[src/rtl/cache_arbiter_if.sv]
// Bundle of the I-cache, D-cache and physical-memory signals around the arbiter.
// The master modport is the arbiter's view; slave is the caches-plus-memory view.
interface cache_arbiter_if #(
  parameter int LINE_W = 128,
  parameter int ADDR_W = 16
);
  logic              icache_pmem_read;
  logic [ADDR_W-1:0] icache_pmem_address;
  logic [LINE_W-1:0] icache_pmem_rdata;
  logic              icache_pmem_resp;
  logic              dcache_pmem_read;
  logic              dcache_pmem_write;
  logic [ADDR_W-1:0] dcache_pmem_address;
  logic [LINE_W-1:0] dcache_pmem_wdata;
  logic [LINE_W-1:0] dcache_pmem_rdata;
  logic              dcache_pmem_resp;
  logic              pmem_read;
  logic              pmem_write;
  logic [ADDR_W-1:0] pmem_address;
  logic [LINE_W-1:0] pmem_wdata;
  logic [LINE_W-1:0] pmem_rdata;
  logic              pmem_resp;

  modport master (
    input  icache_pmem_read, icache_pmem_address,
    input  dcache_pmem_read, dcache_pmem_write, dcache_pmem_address, dcache_pmem_wdata,
    input  pmem_rdata, pmem_resp,
    output icache_pmem_rdata, icache_pmem_resp,
    output dcache_pmem_rdata, dcache_pmem_resp,
    output pmem_read, pmem_write, pmem_address, pmem_wdata
  );

  modport slave (
    output icache_pmem_read, icache_pmem_address,
    output dcache_pmem_read, dcache_pmem_write, dcache_pmem_address, dcache_pmem_wdata,
    output pmem_rdata, pmem_resp,
    input  icache_pmem_rdata, icache_pmem_resp,
    input  dcache_pmem_rdata, dcache_pmem_resp,
    input  pmem_read, pmem_write, pmem_address, pmem_wdata
  );
endinterface

[src/rtl/cache_arbiter.sv]
// Two-requester physical-memory arbiter: I-cache fills vs D-cache fills/writebacks,
// round-robin on ties, one latched command in flight at a time.
module cache_arbiter #(
  parameter int LINE_W = 128,
  parameter int ADDR_W = 16
) (
  input logic            clk,
  input logic            reset,
  cache_arbiter_if.master bus
);

  // state   | meaning
  // IDLE    | no command on memory; arbitrate pending requests
  // SERVE_I | I-cache fill in flight, wait for pmem_resp
  // SERVE_D | D-cache fill or writeback in flight, wait for pmem_resp
  typedef enum logic [1:0] {IDLE, SERVE_I, SERVE_D} state_t;

  state_t            r_state;
  state_t            w_next;
  logic              r_last_grant_d;
  logic [ADDR_W-1:0] r_addr;
  logic [LINE_W-1:0] r_wdata;
  logic              r_write;
  logic              w_i_pend;
  logic              w_d_pend;
  logic              w_grant_i;
  logic              w_grant_d;
  logic              w_busy;

  assign w_i_pend = bus.icache_pmem_read;
  assign w_d_pend = bus.dcache_pmem_read | bus.dcache_pmem_write;

  always_comb begin
    w_next    = r_state;
    w_grant_i = 1'b0;
    w_grant_d = 1'b0;
    case (r_state)
      IDLE: begin
        // On a tie D wins only if I was granted last.
        if (w_d_pend && (!w_i_pend || !r_last_grant_d)) begin
          w_grant_d = 1'b1;
          w_next    = SERVE_D;
        end else if (w_i_pend) begin
          w_grant_i = 1'b1;
          w_next    = SERVE_I;
        end
      end
      SERVE_I, SERVE_D: begin
        if (bus.pmem_resp) w_next = IDLE;
      end
      default: w_next = IDLE;
    endcase
  end

  always_ff @(posedge clk or posedge reset) begin
    if (reset) begin
      r_state        <= IDLE;
      r_last_grant_d <= 1'b0;
      r_addr         <= '0;
      r_wdata        <= '0;
      r_write        <= 1'b0;
    end else begin
      r_state <= w_next;
      if (w_grant_d) begin
        r_last_grant_d <= 1'b1;
        r_addr         <= bus.dcache_pmem_address;
        r_wdata        <= bus.dcache_pmem_wdata;
        r_write        <= bus.dcache_pmem_write;
      end else if (w_grant_i) begin
        r_last_grant_d <= 1'b0;
        r_addr         <= bus.icache_pmem_address;
        r_wdata        <= '0;
        r_write        <= 1'b0;
      end
    end
  end

  // Commands come only from the latched copy, so requester changes cannot disturb them.
  assign w_busy             = (r_state != IDLE);
  assign bus.pmem_read      = w_busy & ~r_write;
  assign bus.pmem_write     = w_busy & r_write;
  assign bus.pmem_address   = r_addr;
  assign bus.pmem_wdata     = r_wdata;
  assign bus.icache_pmem_resp  = (r_state == SERVE_I) & bus.pmem_resp;
  assign bus.dcache_pmem_resp  = (r_state == SERVE_D) & bus.pmem_resp;
  assign bus.icache_pmem_rdata = bus.pmem_rdata;
  assign bus.dcache_pmem_rdata = bus.pmem_rdata;

endmodule
[src/flat_wrapper.sv]
// flat-port wrapper written by rule: the top's interface ports become plain ports
module cache_arbiter_flat 
#(
  parameter int LINE_W = 128,
  parameter int ADDR_W = 16
)
  (clk, reset, bus_icache_pmem_read, bus_icache_pmem_address, bus_dcache_pmem_read, bus_dcache_pmem_write, bus_dcache_pmem_address, bus_dcache_pmem_wdata, bus_pmem_rdata, bus_pmem_resp, bus_icache_pmem_rdata, bus_icache_pmem_resp, bus_dcache_pmem_rdata, bus_dcache_pmem_resp, bus_pmem_read, bus_pmem_write, bus_pmem_address, bus_pmem_wdata);
  cache_arbiter_if #(.LINE_W(LINE_W), .ADDR_W(ADDR_W)) bus_i ();
  input logic clk;
  input logic reset;
  input wire logic [$bits(bus_i.icache_pmem_read)-1:0] bus_icache_pmem_read;
  input wire logic [$bits(bus_i.icache_pmem_address)-1:0] bus_icache_pmem_address;
  input wire logic [$bits(bus_i.dcache_pmem_read)-1:0] bus_dcache_pmem_read;
  input wire logic [$bits(bus_i.dcache_pmem_write)-1:0] bus_dcache_pmem_write;
  input wire logic [$bits(bus_i.dcache_pmem_address)-1:0] bus_dcache_pmem_address;
  input wire logic [$bits(bus_i.dcache_pmem_wdata)-1:0] bus_dcache_pmem_wdata;
  input wire logic [$bits(bus_i.pmem_rdata)-1:0] bus_pmem_rdata;
  input wire logic [$bits(bus_i.pmem_resp)-1:0] bus_pmem_resp;
  output wire logic [$bits(bus_i.icache_pmem_rdata)-1:0] bus_icache_pmem_rdata;
  output wire logic [$bits(bus_i.icache_pmem_resp)-1:0] bus_icache_pmem_resp;
  output wire logic [$bits(bus_i.dcache_pmem_rdata)-1:0] bus_dcache_pmem_rdata;
  output wire logic [$bits(bus_i.dcache_pmem_resp)-1:0] bus_dcache_pmem_resp;
  output wire logic [$bits(bus_i.pmem_read)-1:0] bus_pmem_read;
  output wire logic [$bits(bus_i.pmem_write)-1:0] bus_pmem_write;
  output wire logic [$bits(bus_i.pmem_address)-1:0] bus_pmem_address;
  output wire logic [$bits(bus_i.pmem_wdata)-1:0] bus_pmem_wdata;
  assign bus_i.icache_pmem_read = bus_icache_pmem_read;
  assign bus_i.icache_pmem_address = bus_icache_pmem_address;
  assign bus_i.dcache_pmem_read = bus_dcache_pmem_read;
  assign bus_i.dcache_pmem_write = bus_dcache_pmem_write;
  assign bus_i.dcache_pmem_address = bus_dcache_pmem_address;
  assign bus_i.dcache_pmem_wdata = bus_dcache_pmem_wdata;
  assign bus_i.pmem_rdata = bus_pmem_rdata;
  assign bus_i.pmem_resp = bus_pmem_resp;
  assign bus_icache_pmem_rdata = bus_i.icache_pmem_rdata;
  assign bus_icache_pmem_resp = bus_i.icache_pmem_resp;
  assign bus_dcache_pmem_rdata = bus_i.dcache_pmem_rdata;
  assign bus_dcache_pmem_resp = bus_i.dcache_pmem_resp;
  assign bus_pmem_read = bus_i.pmem_read;
  assign bus_pmem_write = bus_i.pmem_write;
  assign bus_pmem_address = bus_i.pmem_address;
  assign bus_pmem_wdata = bus_i.pmem_wdata;
  cache_arbiter #(.LINE_W(LINE_W), .ADDR_W(ADDR_W)) u_core (.clk(clk), .reset(reset), .bus(bus_i));
endmodule
[config.mk]
export PLATFORM = sky130hd
export DESIGN_NAME = cache_arbiter_flat
export DESIGN_NICKNAME = d
export VERILOG_FILES = /design/src/rtl/cache_arbiter_if.sv /design/src/rtl/cache_arbiter.sv /design/src/flat_wrapper.sv
export SDC_FILE = /design/constraint.sdc
export NUM_CORES = 1
export LEC_CHECK = 0
export CORE_AREA = 8 8 264 266
export DETAILED_ROUTE_END_ITERATION = 7
export DIE_AREA = 0 0 272 274
export GPL_ROUTABILITY_DRIVEN = 0
export SLEW_MARGIN = 20
export SYNTH_ARGS = -nofsm -noshare
export SYNTH_HDL_FRONTEND = slang
export SYNTH_SLANG_ARGS = --single-unit
[constraint.sdc]
create_clock -name clk -period 5.2 [get_ports clk]
set_input_delay 1.04 -clock clk [delete_from_list [all_inputs] [get_ports clk]]
set_output_delay 1.04 -clock clk [all_outputs]
set_load 0.02 [all_outputs]
Word level (Yosys, flattened, before mapping). Cells that the tools add are included.

Bits in registers: 148. Input port bits: 294. Output and inout bits: 404. Logic and storage cells: 40.

Equal/unequal tests: 4. Muxes and demuxes: 16. Bitwise logic cells: 6. Reduce and logical (&&, ||, !) cells: 9.

Operator list (count): $mux 128 (2); $mux 16 (2); $mux 1 (8); $mux 2 (3); $and 1x1->1 (4); $pmux 2 s2 (1); $reduce_bool 2->1 (2); $ne 3x2->1 const B (1); $eq 2x1->1 const B (1); $eq 2x2->1 const B (1); $logic_not 1->1 (2); $logic_not 2->1 (1); $ne 2x2->1 const B (1); $reduce_and 2->1 (1); $reduce_or 2->1 (1); $logic_and 1x1->1 (1); $logic_or 1x1->1 (1); $not 1->1 (1); $or 1x1->1 (1).

Depth between registers and ports, before layout.
Depth after elaboration: 7. Gate-level depth with buffers: 7. Gate-level depth less buffers: 5.

Least setup slack after synthesis. No wires, ideal clock.

Kind: reg2out. Start point: reg u_core.r_state[0]. End point: out bus_pmem_read. Arrival: 1384 ps. Required time: 4160 ps. Slack: 2776 ps. Cell stages (with the launch flop): 6. Buffers on the path: 2. Cell sequence: dfrtp_1 -> inv_1 -> ha_1 -> clkbuf_1 -> buf_1 -> nor2_1.

Longest elaborated chain between the ends: 2.

Ends and longest elaborated chain: from (decl) (line cache_arbiter.sv:18) `state_t r_state;`; from (signal assigned) (line cache_arbiter.sv:63) `r_state <= w_next;`; $reduce_bool 2->1 (line cache_arbiter.sv:79) `assign w_busy = (r_state != IDLE);`; $and 1x1->1 (line cache_arbiter.sv:80) `assign bus.pmem_read = w_busy & ~r_write;`; to (decl) (line flat_wrapper.sv:23) `output wire logic [$bits(bus_i.pmem_read)-1:0] bus_pmem_read;`.

No other way between the ends.

Worst setup path after layout.
Start point: reg u_core.r_state[0]. End point: out bus_pmem_write.

Longest elaborated chain between the ends: 2.

Ends and longest elaborated chain: $reduce_bool 2->1 (line cache_arbiter.sv:79); $and 1x1->1 (line cache_arbiter.sv:81) `assign bus.pmem_write = w_busy & r_write;`; to (decl) (line flat_wrapper.sv:24) `output wire logic [$bits(bus_i.pmem_write)-1:0] bus_pmem_write;`.

No other way between the ends.

==> impl_results.md <==
- Status: complete, no violations
- Post-cts repair resize count: 0
- Setup Viol. Count Final: 0
- DIE AREA: 0.0745 mm^2
- Mapped Nets: 951
- H-tree depth: 4
- Inserted Clock Buffers: 17
- Most common cell in the netlist: buf_4
- Initial Util: 11.4%
- Final nets: 995
- Hold Crit Class: reg -> reg
- CP Launch Type: flip-flop
- Worst Skew: 0.00940 ns
- Final TNS setup: 0 ns
- Critical Path RT: 4.16 ns
- Die height: 274 um
- Synth Instances: 654
- Clock Power Share: 21.8%
- Worst slew margin: 40.2%
- FMAX: 274 MHz
- Worst Max-Slew Pin Slew: 0.898 ns
- Post-DRT Antenna Nets: 0
- Max-slew violation count: 0
- Fin crit share: 70.3%
- Core area: 0.0653 mm^2
- Vias per cell: 3.13
- Number of global-route vias before repair: 5506
- RSZ-0062 raised after global routing: false
- Layout filler cell count: 7253
- Synth top area share: 49.7%
- EDFF count, synth: 0
- Share of cells above drive strength 1: 5.91%
- First-pass GRT wire length: 37.4 mm
- Num ports: 698
- Clk buf depth: 2
- Die width: 272 um
- # rows: 94
- Antenna violations before repair: 7
- Switching power total: 2.51 mW
- DRC viols: 0
- Final Hold Fails: 0
- Top post-synthesis cells by area: dfrtp_1, buf_4, a22o_1
- Initial DRC Count: 160
- Vias: 4936
- Port bufs: 313
- Yosys cell types: 24
- Post-Route WL: 26.2 mm
- Post-Syn Area: 0.00745 mm^2
- Maximum vdd drop: 0.000230 V
- Setup CP Type: reg -> out
- Leak: 4.10 nW
- Worst Setup End Kind: output port
- Sequential share of power: 30.0%
- Most used DFF post-synth: dfrtp_1
- Worst skew pair latency: 0.47 ns
- Synth Area per Inst: 11.4 um^2
- Hold-fix buffers, CTS: 0
- Tot GR Track Use: 6.86%
- Min Tclk post-route: 3.65 ns
- Clock Sinks: 148
- Max-cap violations: 0
- Commonest cells post-synth: buf_4, dfrtp_1, a22o_1
- Switching Share: 38.8%
- Post-CTS Setup Bufs: 0
- Largest net degree at the start of global routing: 148
- Final HPWL DP: 19.7 mm
- Internal: 3.96 mW
- Drt pass-1 iters: 4
- Avg WL per Cell: 16.6 um
- Crit path DAT: 2.61 ns
- CTS root buf: clkbuf_16
- Power Density: 630 mW/mm^2
- Synth warnings: 0
- Post-synthesis sequential area ratio: 49.7%
- CP Max Fanout: 22
- Count of state elements after synthesis: 148
- Yosys top cell by area: dfrtp_1
- Area Growth Syn to Fin: 37.8%
- Clock transition at path regs: 0.07 ns
- FFs w/ async S/R, synth: 100%
- Total gr overflow: 0
- CTS tree: done
- Logic gate share of total power: 48.2%
- Worst hold slack: 0.484 ns
## placed cells by master (no fill, tap or decap), types with 2 or more instances in the layout
master	count
inv_6	6
inv_1	2
buf_12	3
clkbuf_16	17
bufinv_16	4
o21ai_0	6
nand2_1	16
and2_1	2
dfrtp_1	148
nor2b_1	2
inv_8	3
clkdlybuf4s50_1	313
ha_1	3
a21oi_1	17
a22o_1	129
o21ai_1	26
## cell families after synthesis
family	count (synthesis)	share of synthesized area, %
buffers and inverters	295	28.9
AO/OA/AOI/OAI	184	19.4
flip-flops	148	49.7
AND/OR/NAND/NOR	23	1.34
adder cells (fa/ha/maj)	3	0.504
multiplexers	1	0.151
## worst max-delay path, cell delays in order, from the launching register on
cell and delay (ns):
dfrtp_1 0.39, inv_1 0.11, ha_1 0.74, nor2b_1 0.21, clkdlybuf4s50_1 0.69
## metal layers
layer | GRT usage [%] | wire, um | vias up
met4 | 5.73 | 1770 | 10
met5 | 1.12 | 149 | -
met3 | 5.10 | 4090 | 125
li1 | - | - | 2113
met2 | 9.83 | 11200 | 395
met1 | 6.46 | 8990 | 2293
## power by group through the flow
stage / Clock, mW / Sequential (mW) / Combinational [mW]
floorplan: 0 / 2.51 / 1.43
global placement: 0 / 1.95 / 3.12
detailed placement: 0 / 1.95 / 3.18
CTS: 1.52 / 1.95 / 3.19
global route: 1.55 / 2.01 / 3.34
finish: 1.41 / 1.94 / 3.11
## worst paths after layout
path                                            startpoint                         end  slack, ns  cells past startpoint
worst max-delay path                     u_core.r_state[0]              bus_pmem_write       1.55                      4
worst min-delay path            u_core.bus.pmem_address[8]  u_core.bus.pmem_address[8]       0.48                      2
worst max register to register           u_core.r_state[0]  u_core.bus.pmem_wdata[101]       2.42                      5
worst min register to register  u_core.bus.pmem_address[8]  u_core.bus.pmem_address[8]       0.48                      2
max in group asynchronous                            reset  u_core.bus.pmem_wdata[118]       3.31                      3
min in group asynchronous                            reset   u_core.bus.pmem_wdata[68]       1.02                      2
## sequential cells by signal (all words and copies together) (netlist names)
name / flops
u_core.bus.pmem_wdata: 128
u_core.r_last_grant_d: 1
u_core.r_state: 2
u_core.bus.pmem_address: 16
u_core.r_write: 1
## per-stage QoR
step	utilization [%]	setup WS, ns	instance area, um^2	std cells	power [mW]
finish	15.7	1.55	10300	1576	6.46
detailed placement	14.7	1.51	9620	1543	5.13
global route	15.7	1.42	10300	1575	6.90
CTS	15.7	1.48	10300	1575	6.65
global placement	14.7	1.60	9610	1543	5.06
floorplan	-	0.180	7450	654	3.94
## cell type report
type | count | area, um^2 | share of cell area [%]
sequential | 148 | 3700 | 36.1
timing repair buffer | 317 | 3200 | 31.2
multi-input combinational | 211 | 1610 | 15.7
tap | 864 | 1080 | 10.5
clock buffer | 18 | 439 | 4.28
clock inverter | 14 | 211 | 2.06
inverter | 3 | 16.3 | 0.158
antenna | 1 | 2.50 | 0.0244
(Power assumes the default switching activity.)
